**config.mk**
```make
export PLATFORM = sky130hd
export DESIGN_NAME = regfile_2r1w
export DESIGN_NICKNAME = d
export VERILOG_FILES = /design/src/rtl/regfile_2r1w.sv
export SDC_FILE = /design/constraint.sdc
export NUM_CORES = 1
export LEC_CHECK = 0
export ABC_AREA = 1
export CAP_MARGIN = 20
export CORE_AREA = 5 5 143 145
export CTS_BUF_LIST = sky130_fd_sc_hd__clkbuf_2 sky130_fd_sc_hd__clkbuf_4 sky130_fd_sc_hd__clkbuf_8
export DETAILED_ROUTE_END_ITERATION = 10
export DIE_AREA = 0 0 148 150
export PLACE_DENSITY = 0.85
export SLEW_MARGIN = 20
export SYNTH_ARGS = -nofsm -noshare
export SYNTH_HDL_FRONTEND = slang
export SYNTH_SLANG_ARGS = --single-unit
```
**constraint.sdc**
```tcl
create_clock -name clk -period 2.6 [get_ports clk]
set_input_delay 0.26 -clock clk [delete_from_list [all_inputs] [get_ports clk]]
set_output_delay 0.26 -clock clk [all_outputs]
set_load 0.005 [all_outputs]
```
**src/rtl/regfile_2r1w.sv**
```systemverilog
// Two-read/one-write register file with byte-enable writes, registered reads,
// write-first and clear-first bypass, and a sequenced clear-all engine.
module regfile_2r1w #(
  parameter int DATA_W = 16,
  parameter int DEPTH  = 8,
  localparam int ADDR_W = $clog2(DEPTH),
  localparam int BE_W   = DATA_W / 8
) (
  input  logic              clk,
  input  logic              reset,
  input  logic              wr_en,
  input  logic [ADDR_W-1:0] wr_addr,
  input  logic [DATA_W-1:0] wr_data,
  input  logic [BE_W-1:0]   wr_be,
  input  logic              rd_en_a,
  input  logic [ADDR_W-1:0] rd_addr_a,
  output logic [DATA_W-1:0] rd_data_a,
  output logic              rd_vld_a,
  input  logic              rd_en_b,
  input  logic [ADDR_W-1:0] rd_addr_b,
  output logic [DATA_W-1:0] rd_data_b,
  output logic              rd_vld_b,
  input  logic              clr_req,
  output logic              busy
);

  localparam logic [ADDR_W-1:0] LAST_PTR = ADDR_W'(DEPTH - 1);

  typedef enum logic [0:0] {
    IDLE  = 1'b0,
    CLEAR = 1'b1
  } state_t;

  state_t            state_r;
  logic [ADDR_W-1:0] ptr_r;
  logic [DATA_W-1:0] mem_r [DEPTH];

  logic              wr_ok_s;
  logic [DATA_W-1:0] wr_word_s;
  logic [DATA_W-1:0] rd_word_a_s;
  logic [DATA_W-1:0] rd_word_b_s;

  function automatic logic addr_in_range(input logic [ADDR_W-1:0] addr);
    return ({{(32-ADDR_W){1'b0}}, addr} < 32'(DEPTH));
  endfunction

  function automatic logic [DATA_W-1:0] merge_bytes(
    input logic [DATA_W-1:0] old_word,
    input logic [DATA_W-1:0] new_word,
    input logic [BE_W-1:0]   be
  );
    logic [DATA_W-1:0] res;
    res = old_word;
    for (int i = 0; i < BE_W; i++) begin
      if (be[i]) begin
        res[8*i +: 8] = new_word[8*i +: 8];
      end else begin
        res[8*i +: 8] = old_word[8*i +: 8];
      end
    end
    return res;
  endfunction

  // Write acceptance and the merged word that the entry will hold after the edge
  always_comb begin
    wr_ok_s   = wr_en && !busy && addr_in_range(wr_addr);
    wr_word_s = merge_bytes(mem_r[wr_addr], wr_data, wr_be);
  end

  // Next read data per port: out-of-range and the entry being cleared read as
  // zero; a same-cycle accepted write is forwarded so reads see the new value
  always_comb begin
    if (!addr_in_range(rd_addr_a)) begin
      rd_word_a_s = {DATA_W{1'b0}};
    end else if (busy && (rd_addr_a == ptr_r)) begin
      rd_word_a_s = {DATA_W{1'b0}};
    end else if (wr_ok_s && (rd_addr_a == wr_addr)) begin
      rd_word_a_s = wr_word_s;
    end else begin
      rd_word_a_s = mem_r[rd_addr_a];
    end

    if (!addr_in_range(rd_addr_b)) begin
      rd_word_b_s = {DATA_W{1'b0}};
    end else if (busy && (rd_addr_b == ptr_r)) begin
      rd_word_b_s = {DATA_W{1'b0}};
    end else if (wr_ok_s && (rd_addr_b == wr_addr)) begin
      rd_word_b_s = wr_word_s;
    end else begin
      rd_word_b_s = mem_r[rd_addr_b];
    end
  end

  // Storage, clear sequencer and registered read ports
  always_ff @(posedge clk) begin
    if (reset) begin
      for (int i = 0; i < DEPTH; i++) begin
        mem_r[i] <= {DATA_W{1'b0}};
      end
      state_r   <= IDLE;
      ptr_r     <= {ADDR_W{1'b0}};
      busy      <= 1'b0;
      rd_data_a <= {DATA_W{1'b0}};
      rd_vld_a  <= 1'b0;
      rd_data_b <= {DATA_W{1'b0}};
      rd_vld_b  <= 1'b0;
    end else begin
      if (wr_ok_s) begin
        mem_r[wr_addr] <= wr_word_s;
      end

      case (state_r)
        IDLE: begin
          if (clr_req) begin
            state_r <= CLEAR;
            ptr_r   <= {ADDR_W{1'b0}};
            busy    <= 1'b1;
          end
        end
        CLEAR: begin
          mem_r[ptr_r] <= {DATA_W{1'b0}};
          if (ptr_r == LAST_PTR) begin
            state_r <= IDLE;
            ptr_r   <= {ADDR_W{1'b0}};
            busy    <= 1'b0;
          end else begin
            ptr_r <= ptr_r + ADDR_W'(1'b1);
          end
        end
        default: begin
          state_r <= IDLE;
          ptr_r   <= {ADDR_W{1'b0}};
          busy    <= 1'b0;
        end
      endcase

      rd_vld_a <= rd_en_a;
      if (rd_en_a) begin
        rd_data_a <= rd_word_a_s;
      end
      rd_vld_b <= rd_en_b;
      if (rd_en_b) begin
        rd_data_b <= rd_word_b_s;
      end
    end
  end

endmodule
```
## Word-level counts from Yosys, hierarchy flattened

Memory sizes are Yosys's and may differ from the RTL's.
Index checks and enable logic that the tools add are counted.

- Flip-flop bits (word level): 39
- Memory bits (writable): 128
- Bits of input ports: 33
- Output and inout bits: 35
- Word-level logic and storage cells: 55
- Memories kept: 1

Memories:

| memory | depth | width | read ports | clocked after Yosys merged registers in | write ports | line | source |
|---|---|---|---|---|---|---|---|
| mem_r | 8 | 16 | 3 | 0 | 8 | 36 | `logic [DATA_W-1:0] mem_r [DEPTH];` |

- $add $sub $neg: 1
- Equal/unequal tests: 7
- Multiplexer cells: 29
- Bitwise operators: 1
- Reduce and logical (&&, ||, !) cells: 9

Operators by type and width:

| operator | count |
|---|---|
| 2-to-1 mux 16 bit | 6 |
| OR reduction 16 bit | 2 |
| 2-to-1 mux 8 bit | 2 |
| 2-to-1 mux 1 bit | 14 |
| == test 3 bit | 4 |
| 2-to-1 mux 3 bit | 4 |
| case mux 3 bit (2 select lines) | 1 |
| logical AND 1 bit | 5 |
| case mux 1 bit (2 select lines) | 2 |
| adder 3 x 1 -> 3 bit (second input constant) | 1 |
| == test 3 bit (second input constant) | 1 |
| != test 2 x 1 -> 1 bit (second input constant) | 1 |
| != test 2 bit (second input constant) | 1 |
| AND reduction 2 bit | 1 |
| zero test 1 bit | 1 |
| NOT 1 bit | 1 |

## Longest topological paths before layout

Gate-level depths: netlist (run 1).

- Depth in word-level cells: 7
- Gate-level depth with buffers: 12
- Depth with buffers taken out: 10

## Worst setup path before layout (run 1)

OpenSTA, ideal clock, no wires.

- Path kind: reg-to-reg
- Start point: register busy
- End point: memory mem_r[7][10]
- Setup time: 0.115 ns
- Arrival: 1.413 ns
- Required time: 2.485 ns
- Path slack: 1.072 ns
- Stages on the path, launching flop included: 9
- Clock period less this slack: 1.528 ns
- Cells stage by stage: dfxtp_1 -> nor2_1 -> nand2_1 -> inv_2 -> nand2_1 -> nand2_2 -> buf_2 -> nor2_1 -> o21a_1

RTL lines:

| element | line | source |
|---|---|---|
| from (decl) | 24 | `output logic busy` |
| from (signal assigned) | 102 | `busy <= 1'b0;` |
| from (signal assigned) | 117 | `busy <= 1'b1;` |
| from (signal assigned) | 125 | `busy <= 1'b0;` |
| to (decl) | 36 |  |

==> results of run 1 <==
-- Yosys cell counts (all sizes together), types with 7 or more instances --
cell / number / area (sq um)
nand2: 581 / 2260
nor2: 314 / 1230
nand3: 297 / 1510
inv: 178 / 671
dfxtp: 167 / 3340
o21a: 128 / 961
buf: 72 / 403
clkbuf: 41 / 154
a21oi: 36 / 180
nand4: 25 / 156
or2: 16 / 100
clkinv: 7 / 26.3
-- area by class of cell --
class / instances / area (sq um)
timing repair buffer: 115 / 1080
clock buffer: 18 / 241
multi-input combinational: 1406 / 6480
tap: 238 / 298
sequential: 167 / 3340
clock inverter: 14 / 114
fill: 1815 / 6830
inverter: 185 / 697
-- layer usage --
metal / up-vias / wire, um / part of all wire [%]
met3: 210 / 4420 / 11
met5: - / 0 / 0
met2: 826 / 18100 / 44
met4: 0 / 3490 / 8.5
li1: 5921 / - / -
met1: 5602 / 14900 / 36
-- worst max path at each step --
| stage | from | end | slack (ps) | cells past startpoint |
|---|---|---|---|---|
| global placement | wr_addr[1] | rd_data_a[13]$_SDFFE_PP0P_ | 270 | 12 |
| floorplan | busy$_SDFFE_PP0P_ | mem_r[7][10]$_SDFFE_PP0P_ | 1070 | 8 |
| finish | ptr_r[0]$_SDFFE_PP0P_ | mem_r[5][5]$_SDFFE_PP0P_ | 550 | 4 |
| detailed placement | wr_addr[1] | rd_data_b[4]$_SDFFE_PP0P_ | 200 | 12 |
| global route | ptr_r[0]$_SDFFE_PP0P_ | mem_r[1][1]$_SDFFE_PP0P_ | 360 | 4 |
| CTS | ptr_r[0]$_SDFFE_PP0P_ | mem_r[1][1]$_SDFFE_PP0P_ | 580 | 4 |
-- power by group through the flow --
stage | Clock (mW) | Combinational [mW] | Sequential, mW
final | 1.79 | 1.08 | 2.69
after global routing | 1.89 | 1.15 | 2.70
after CTS | 1.79 | 1.05 | 2.69
after detailed placement | 0 | 1.05 | 2.75
after global placement | 0 | 1.03 | 2.74
after floorplan | 0 | 0.649 | 2.73
-- cells by family after synthesis --
logic type      after synthesis  share of synthesized area, %
xor+xnor                      2                         0.158
flops                       167                          30.2
fa+ha+maj                     2                         0.226
compound gates              168                          10.6
simple gates               1234                          47.5
buf+inv                     298                          11.3
-- state kept, by name, summed over array words and instances (netlist names) --
| signal | count |
|---|---|
| mem_r | 128 |
| rd_data_a | 16 |
| busy | 1 |
| rd_vld_b | 1 |
| state_r | 1 |
| rd_data_b | 16 |
| rd_vld_a | 1 |
| ptr_r | 3 |
-- placed cells by master (no fill, tap or decap), drive strengths merged, types with 10 or more instances in the layout --
cell | Yosys | layout
inv | 178 | 184
clkbuf | 41 | 18
nor2 | 314 | 314
buf | 72 | 51
nand2 | 581 | 581
dfxtp | 167 | 167
o21a | 128 | 128
nand4 | 25 | 25
a21oi | 36 | 36
nand3 | 297 | 297
clkinv | 7 | 10
or2 | 16 | 16
clkdlybuf4s50 | 0 | 64
-- per-stage QoR --
| step | cells | util (%) |
|---|---|---|
| after floorplan | 1871 | - |
| after global placement | 2111 | 62.3 |
| after detailed placement | 2111 | 62.3 |
| after CTS | 2143 | 64.2 |
| after global routing | 2143 | 64.2 |
| final | 2143 | 64.2 |
-- critical path, cell delays in order (launching register included) --
cell and delay, ps:
dfxtp_1 410, inv_1 160, nor3_1 410, nand2_1 640, o21a_1 300
==> impl_metrics.json, run 1 <==
{
  "outcome": "finished, final reports clean",
  "p_clk_share_pct": 32.3,
  "async_flop_share_pct": 0,
  "gp_congestion": 0.946,
  "drt_first_pass_iters": 10,
  "worst_hold_path_type": "in -> reg",
  "h-tree-depth": 4,
  "clock_sinks": 167,
  "antenna_cells": 0,
  "pwr-share-seq_pct": 48.3,
  "syn_inst": 1871,
  "r2r_start": "ptr_r[0]$_SDFFE_PP0P_",
  "die-area_sq_um": 22200,
  "finClkSkew_ps": 17.2,
  "holdPathEnd": "busy$_SDFFE_PP0P_",
  "dieWidth_um": 148,
  "postCtsSetupRepairBufs": 0,
  "initial_core_util_pct": 58.0,
  "hp-start": "clr_req",
  "worstSkewPairLatency_ps": 480,
  "netlist_area_sq_um": 11100,
  "synth-seq-cells": 167,
  "rrSetupSlack_ps": 550,
  "use_met3_pct": 6.42,
  "synth-edff-count": 0,
  "use_met1_pct": 44.8,
  "cts_buffer_depth": 2,
  "grt.total_usage_pct": 36.5,
  "rr_worst_depth": 4,
  "fin_nets": 1927,
  "pre_cts_ws_ps": 201,
  "cp.arrival_ps": 2410,
  "drv_cap": 0,
  "root_buffer": "clkbuf_8",
  "ir_worst_vdd_mv": 0.342,
  "syn_area_per_cell_sq_um": 5.92,
  "routedWlPerCell_um": 19.1,
  "rsz0062_at_grt": "no",
  "setup_tns_ps": 0,
  "maxSlewHeadroom_pct": 42.4,
  "post-route-period-util_pct": 78.9,
  "holdPathStages": 3,
  "switching_power_mw": 1.89,
  "tightest_slew_ps": 862,
  "ys_warn_count": 0,
  "ant_nets": 0,
  "area_growth_pct": 10.6,
  "numPortBuffers": 67,
  "pwr_density_cell_nw_per_um2": 454,
  "hold_violations": 0,
  "leakagePower_nw": 5.02,
  "wl_um": 40900,
  "grt_pass1_wl_um": 63700,
  "switching_share_pct": 34.0,
  "cts_hold_buf": 0,
  "postLayoutCellArea_sq_um": 12200,
  "numCtsBuffers": 17,
  "endpoint_kind": "register",
  "setup_slack_ps": 550,
  "drive_above_1_share_pct": 8.82,
  "grt-ovfl-total": 0,
  "synth_nets": 1906,
  "num_vias": 12559,
  "drv_slew": 0,
  "grt_pass1_vias": 11820,
  "combPwrFrac_pct": 19.4,
  "fmax_ghz": 0.488,
  "ys_types": 29,
  "initialDrtViolationCount": 1622,
  "cts_tree": "yes",
  "period_needed_ps": 2050,
  "p_int_mw": 3.67,
  "synth_top_flop_cell": "dfxtp_1",
  "worstPathRequired_ps": 2960,
  "path_clk_slew_ps": 90,
  "holdWs_ps": 456,
  "dp_hpwl_um": 27600,
  "postPlaceCellArea_sq_um": 11900,
  "critPathMaxFanout": 16,
  "r2r-end": "mem_r[5][5]$_SDFFE_PP0P_",
  "core_sq_um": 19100,
  "antenna_found_initial": 0,
  "start_kind": "register",
  "finalPower_mw": 5.56,
  "rows": 51,
  "post-route-drc-count": 0,
  "worstSetupPathType": "reg -> reg",
  "synth_seq_area_share_pct": 30.2,
  "grt_max_degree": 62,
  "grt.busiest_layer": "met2",
  "die_h_um": 150,
  "via_per_inst": 5.86,
  "cts_resized": 0,
  "ios": 68,
  "grt_use_met2_pct": 57.8,
  "setup_viol": 0
}
(Power assumes the default switching activity.)
==> run 2, diff against run 1 <==
==> constraint.sdc (replaced) <==
create_clock -name clk -period 2 [get_ports clk]
set_input_delay 0.2 -clock clk [delete_from_list [all_inputs] [get_ports clk]]
set_output_delay 0.2 -clock clk [all_outputs]
set_load 0.005 [all_outputs]
==> run 2 against run 1 <==
Sequential cell count stayed put. Register-to-register slack lost 380 ps. Global-route usage decreased by 0.34 points. Combinational power increased by 40%. Clock skew fell by 0.51 ps. Critical path depth rose by 5. Power grew 42%. Largest cell class unchanged. Clock-buffer cell count increased by 1. Fmax up 12%. Cell count increased by 1.8%. Core utilization is 3.2 points higher.
==> impl_metrics.json, run 2 (synthesized netlist as in run 1, its figures left out) <==
{
  "drv_cap": 0,
  "critPathMaxFanout": 16,
  "switching_share_pct": 31.4,
  "cts_tree": "yes",
  "ant_nets": 0,
  "largest_register": "mem_r",
  "p_clk_share_pct": 36.5,
  "worstSkewPairLatency_ps": 490,
  "largest_register_ffs": 128,
  "grt-ovfl-total": 0,
  "h-tree-depth": 4,
  "setup_slack_ps": 169,
  "rows": 51,
  "finClkSkew_ps": 16.7,
  "post-route-util_pct": 67.4,
  "initial_core_util_pct": 58.0,
  "initialDrtViolationCount": 1477,
  "period_needed_ps": 1830,
  "wl_um": 40000,
  "leakagePower_nw": 5.35,
  "p_int_mw": 5.40,
  "fin_nets": 1965,
  "grt_pass1_wl_um": 63400,
  "drt_first_pass_iters": 9,
  "holdWs_ps": 379,
  "clock_sinks": 167,
  "fmax_ghz": 0.546,
  "endpoint_kind": "register",
  "setup_tns_ps": 0,
  "grt.total_usage_pct": 36.2,
  "via_per_inst": 5.86,
  "path_clk_slew_ps": 100,
  "maxSlewHeadroom_pct": 56.8,
  "final_cell_mix": "nand2_1 (550), nor2_1 (306), nand3_1 (294)",
  "post-route-drc-count": 0,
  "numCtsBuffers": 17,
  "root_buffer": "clkbuf_8",
  "worstPathRequired_ps": 2370,
  "num_vias": 12771,
  "fill_cells": 1707,
  "grt_max_degree": 51,
  "start_kind": "register",
  "antenna_cells": 0,
  "antenna_found_initial": 0,
  "dp_hpwl_um": 28300,
  "drive_above_1_share_pct": 10.6,
  "pre_cts_ws_ps": -146,
  "pwr-share-seq_pct": 44.4,
  "hold_violations": 0,
  "drv_slew": 0,
  "area_growth_pct": 16.1,
  "dieWidth_um": 148,
  "core_sq_um": 19100,
  "pwr_density_cell_nw_per_um2": 612,
  "postCtsSetupRepairBufs": 0,
  "ir_worst_vdd_mv": 0.477,
  "cts_buffer_depth": 2,
  "ios": 68,
  "numPortBuffers": 67,
  "cp.arrival_ps": 2200,
  "combPwrFrac_pct": 19.1,
  "die-area_sq_um": 22200,
  "top_regs": "mem_r x128, rd_data_a x16, rd_data_b x16",
  "setup_viol": 0,
  "worstSetupPathType": "reg -> reg",
  "final_common_cell": "nand2_1",
  "die_h_um": 150,
  "grt_pass1_vias": 12064,
  "outcome": "finished, final reports clean",
  "worst_hold_path_type": "in -> reg",
  "routedWlPerCell_um": 18.4,
  "gp_congestion": 0.994,
  "rsz0062_at_grt": "no",
  "switching_power_mw": 2.47,
  "tightest_slew_ps": 647,
  "post-route-period-util_pct": 91.6
}
## run 2: critical path, cell delays in order, from the launching register on
cell,delay (ps)
dfxtp_1,490
inv_1,130
a21oi_1,160
nand2_1,80
nor2_1,360
nor2_4,180
nand2_1,130
inv_2,30
nand2_1,60
a21oi_1,60
## run 2: layout make-up
cell class	count	area (sq um)	share of cell area [%]
multi-input cells	1406	6490	50.4
flip-flops and latches	167	3340	26.0
repair buffers	153	1580	12.3
inverters	185	697	5.42
well taps	238	298	2.32
clock buffers	19	249	1.94
clock inverters	13	209	1.62
## run 2: path summary, 6_finish.rpt
| path | from | depth (start not counted) | end | slack (ps) |
|---|---|---|---|---|
| worst max-delay path | ptr_r[1]$_SDFFE_PP0P_ | 9 | rd_data_a[1]$_SDFFE_PP0P_ | 170 |
| worst min-delay path | clr_req | 3 | busy$_SDFFE_PP0P_ | 380 |
| worst max register to register | ptr_r[1]$_SDFFE_PP0P_ | 9 | rd_data_a[1]$_SDFFE_PP0P_ | 170 |
| worst min register to register | rd_data_a[3]$_SDFFE_PP0P_ | 2 | rd_data_a[3]$_SDFFE_PP0P_ | 470 |
## run 2: per-stage QoR
stage | cells | cell area, sq um | power [mW]
3_3_place_gp | 2149 | 12400 | 4.99
4_1_cts | 2181 | 12800 | 7.82
5_1_grt | 2181 | 12900 | 8.11
2_1_floorplan | 1871 | 11100 | 4.40
6_report | 2181 | 12900 | 7.87
3_5_place_dp | 2149 | 12400 | 5.02
## run 2: repair_timing
action                                  4_1_cts  5_1_grt
endpoints found under the setup margin        0        9
endpoints found under the hold margin         0        0
gates resized for setup                       0        2
hold buffers                                  0        0
## run 2: power groups by stage
stage	combinational (mW)	clock (mW)	sequential [mW]
after CTS	1.46	2.87	3.49
after global routing	1.61	3.00	3.50
after floorplan	0.844	0	3.55
final	1.51	2.87	3.49
after global placement	1.43	0	3.56
after detailed placement	1.45	0	3.57
## run 2: metal layers
metal | part of all wire (%) | wire length [um] | up-vias | GRT usage, %
li1 | - | - | 6003 | -
met1 | 37 | 14600 | 5717 | 43.8
met2 | 45 | 17800 | 826 | 57.9
met3 | 10 | 4120 | 225 | 5.81
met4 | 8.6 | 3460 | 0 | 27.3
met5 | 0 | 0 | - | 0
==> run 3, diff against run 2 <==
--- a/config.mk
+++ b/config.mk
@@ -5,12 +5,11 @@
 export SDC_FILE = /design/constraint.sdc
 export NUM_CORES = 1
 export LEC_CHECK = 0
-export ABC_AREA = 1
 export CAP_MARGIN = 20
-export CORE_AREA = 5 5 143 145
+export CORE_AREA = 5 5 133 135
 export CTS_BUF_LIST = sky130_fd_sc_hd__clkbuf_2 sky130_fd_sc_hd__clkbuf_4 sky130_fd_sc_hd__clkbuf_8
 export DETAILED_ROUTE_END_ITERATION = 10
-export DIE_AREA = 0 0 148 150
+export DIE_AREA = 0 0 138 140
 export PLACE_DENSITY = 0.85
 export SLEW_MARGIN = 20
 export SYNTH_ARGS = -nofsm -noshare
==> run 3 against run 2 <==
Hold slack better by 13 ps. Combinational power decreased by 24%. Via count down 31%. Critical path type unchanged. Highest routed layer unchanged.
==> impl_metrics.json, run 3 <==
{
  "finClkSkew_ps": 16.2,
  "cts_tree": "yes",
  "worstSkewPairLatency_ps": 490,
  "yosysTopAreaCell": "dfxtp_1",
  "postCtsSetupRepairBufs": 0,
  "final_cell_mix": "dfxtp_1 (167), buf_4 (111), a22o_1 (101)",
  "pwr_density_cell_nw_per_um2": 615,
  "tightest_slew_ps": 926,
  "holdPathStages": 5,
  "drt_first_pass_iters": 8,
  "postPlaceCellArea_sq_um": 11200,
  "syn_inst": 895,
  "dieWidth_um": 138,
  "grt_pass1_vias": 8812,
  "grt-ovfl-total": 0,
  "cp.arrival_ps": 2310,
  "worstPathRequired_ps": 2380,
  "dp_hpwl_um": 22500,
  "leakagePower_nw": 4.62,
  "ir_worst_vdd_mv": 0.667,
  "synth_top_area_share_pct": 35.4,
  "grt.total_usage_pct": 32.6,
  "gp_congestion": 1.02,
  "r2r-end": "rd_data_b[4]$_SDFFE_PP0P_",
  "start_kind": "register",
  "maxSlewHeadroom_pct": 38.2,
  "top_regs": "mem_r x128, rd_data_a x16, rd_data_b x16",
  "synth_commonest_cells": "dfxtp_1 (167), a22o_1 (101), nand2_1 (79), mux4_2 (65), buf_2 (45)",
  "initialDrtViolationCount": 1226,
  "syn_area_per_cell_sq_um": 10.6,
  "cp_top_family": "compound AO/OA/AOI/OAI gates",
  "h-tree-depth": 4,
  "worstSetupPathType": "reg -> reg",
  "rows": 47,
  "crit_path_cell_trace": "inv_1 -> o41a_1 -> and2_1 -> a22o_1 -> a21o_1",
  "initial_core_util_pct": 57.8,
  "synth_top_flop_cell": "dfxtp_1",
  "grt_pass1_wl_um": 49700,
  "numPortBuffers": 67,
  "fin_nets": 1070,
  "endpoint_kind": "register",
  "synth-seq-cells": 167,
  "area_growth_pct": 22.8,
  "cts_buffer_depth": 2,
  "hold_violations": 0,
  "ios": 68,
  "num_vias": 8871,
  "setup_tns_ps": 0,
  "setup_slack_ps": 67.5,
  "root_buffer": "clkbuf_8",
  "largest_register_ffs": 128,
  "netlist_area_sq_um": 9460,
  "drv_cap": 0,
  "hp-start": "wr_addr[1]",
  "post-route-period-util_pct": 96.6,
  "cts_hold_buf": 0,
  "outcome": "finished, final reports clean",
  "numCtsBuffers": 17,
  "rr_worst_depth": 5,
  "ys_types": 67,
  "antenna_found_initial": 0,
  "ant_nets": 0,
  "core_sq_um": 16300,
  "critPathMaxFanout": 10,
  "die_h_um": 140,
  "largest_register": "mem_r",
  "period_needed_ps": 1930,
  "final_common_cell": "dfxtp_1",
  "postLayoutCellArea_sq_um": 11600,
  "pre_cts_ws_ps": -338,
  "post-route-drc-count": 0,
  "grt_max_degree": 23,
  "drive_above_1_share_pct": 30.2,
  "path_clk_slew_ps": 100,
  "r2r_start": "busy$_SDFFE_PP0P_",
  "synth_nets": 930,
  "wl_um": 31900,
  "via_per_inst": 7.00,
  "drv_slew": 0,
  "ys_warn_count": 0,
  "critPathSlowestCell": "dfxtp_1",
  "async_flop_share_pct": 0,
  "rsz0062_at_grt": "no",
  "rrSetupSlack_ps": 70,
  "fmax_ghz": 0.517,
  "slowest_delay_ps": 480,
  "holdPathEnd": "mem_r[4][7]$_SDFFE_PP0P_",
  "netlist_top_cells_area": "dfxtp_1 (35%), mux4_2 (15%), a22o_1 (9.4%), mux2_2 (4.4%), nand2_1 (3.1%)",
  "die-area_sq_um": 19300,
  "synth_seq_area_share_pct": 35.4,
  "routedWlPerCell_um": 25.1,
  "worst_hold_path_type": "in -> reg",
  "synth.most_common_cell": "dfxtp_1",
  "clock_sinks": 167,
  "synth-edff-count": 0,
  "setup_viol": 0,
  "crit_buf_inv": 1,
  "antenna_cells": 0
}
run 3: logic make-up (layout without fill, tap and decap cells):
group	count (synthesis)	after routing	share of synthesized area, %
and+or+nand+nor	225	225	12.8
xor gates and xnor gates	12	12	1.11
adders and majority gates	2	2	0.265
DFF	167	167	35.4
AOI/OAI and AO/OA	266	266	21.5
buffers and inverters	87	240	5.08
muxes	136	136	23.9
run 3: report_power, final:
part / internal (mW) / total (mW) / switching, mW
Sequential: 3.38 / 3.45 / 0.0647
Clock: 1.19 / 2.54 / 1.35
Combinational: 0.526 / 1.15 / 0.623
Total: 5.10 / 7.14 / 2.04
run 3: worst max path at each step:
stage / from / to / slack [ps] / depth (start not counted)
after floorplan: rd_addr_a[1] / rd_data_a[12]$_SDFFE_PP0P_ / 170 / 7
after global placement: reset / rd_data_a[7]$_SDFFE_PP0P_ / -300 / 6
after detailed placement: reset / rd_data_b[4]$_SDFFE_PP0P_ / -340 / 9
after CTS: busy$_SDFFE_PP0P_ / mem_r[0][6]$_SDFFE_PP0P_ / 1 / 5
after global routing: busy$_SDFFE_PP0P_ / mem_r[6][9]$_SDFFE_PP0P_ / 10 / 5
final: busy$_SDFFE_PP0P_ / rd_data_b[4]$_SDFFE_PP0P_ / 70 / 5
run 3: cell type report:
class	instances	area, sq um
Clock buffer	20	263
Timing Repair Buffer	199	1890
Clock inverter	12	141
Inverter	9	33.8
Multi-Input combinational cell	641	5670
Sequential cell	167	3340
Tap cell	220	275
Fill cell	1185	4730
run 3: worst reg2reg max path, stage by stage (launching register included):
cell and delay (ps):
dfxtp_1 480, inv_1 110, o41a_1 460, and2_1 340, a22o_1 270, a21o_1 160
run 3: layer usage:
layer | vias up | part of all wire (%) | routed length, um | global-route usage (%)
met1 | 4234 | 36 | 11600 | 42.0
met4 | 0 | 6.0 | 1900 | 16.0
met3 | 182 | 13 | 4000 | 8.38
met5 | - | 0 | 0 | 0
met2 | 733 | 45 | 14400 | 51.3
li1 | 3722 | - | - | -
run 3: what timing repair did:
action                                  CTS  global route
endpoints found under the setup margin    1            19
resized for setup                         1             2
pin swaps                                 0             0
run 3: through the flow:
step	power [mW]	utilization [%]	hold slack, ps	std cells
2_1_floorplan	4.12	-	371	895
3_3_place_gp	4.61	68.5	424	1236
3_5_place_dp	4.63	68.5	435	1236
4_1_cts	7.10	71.0	368	1268
5_1_grt	7.33	71.0	408	1268
6_report	7.14	71.0	392	1268
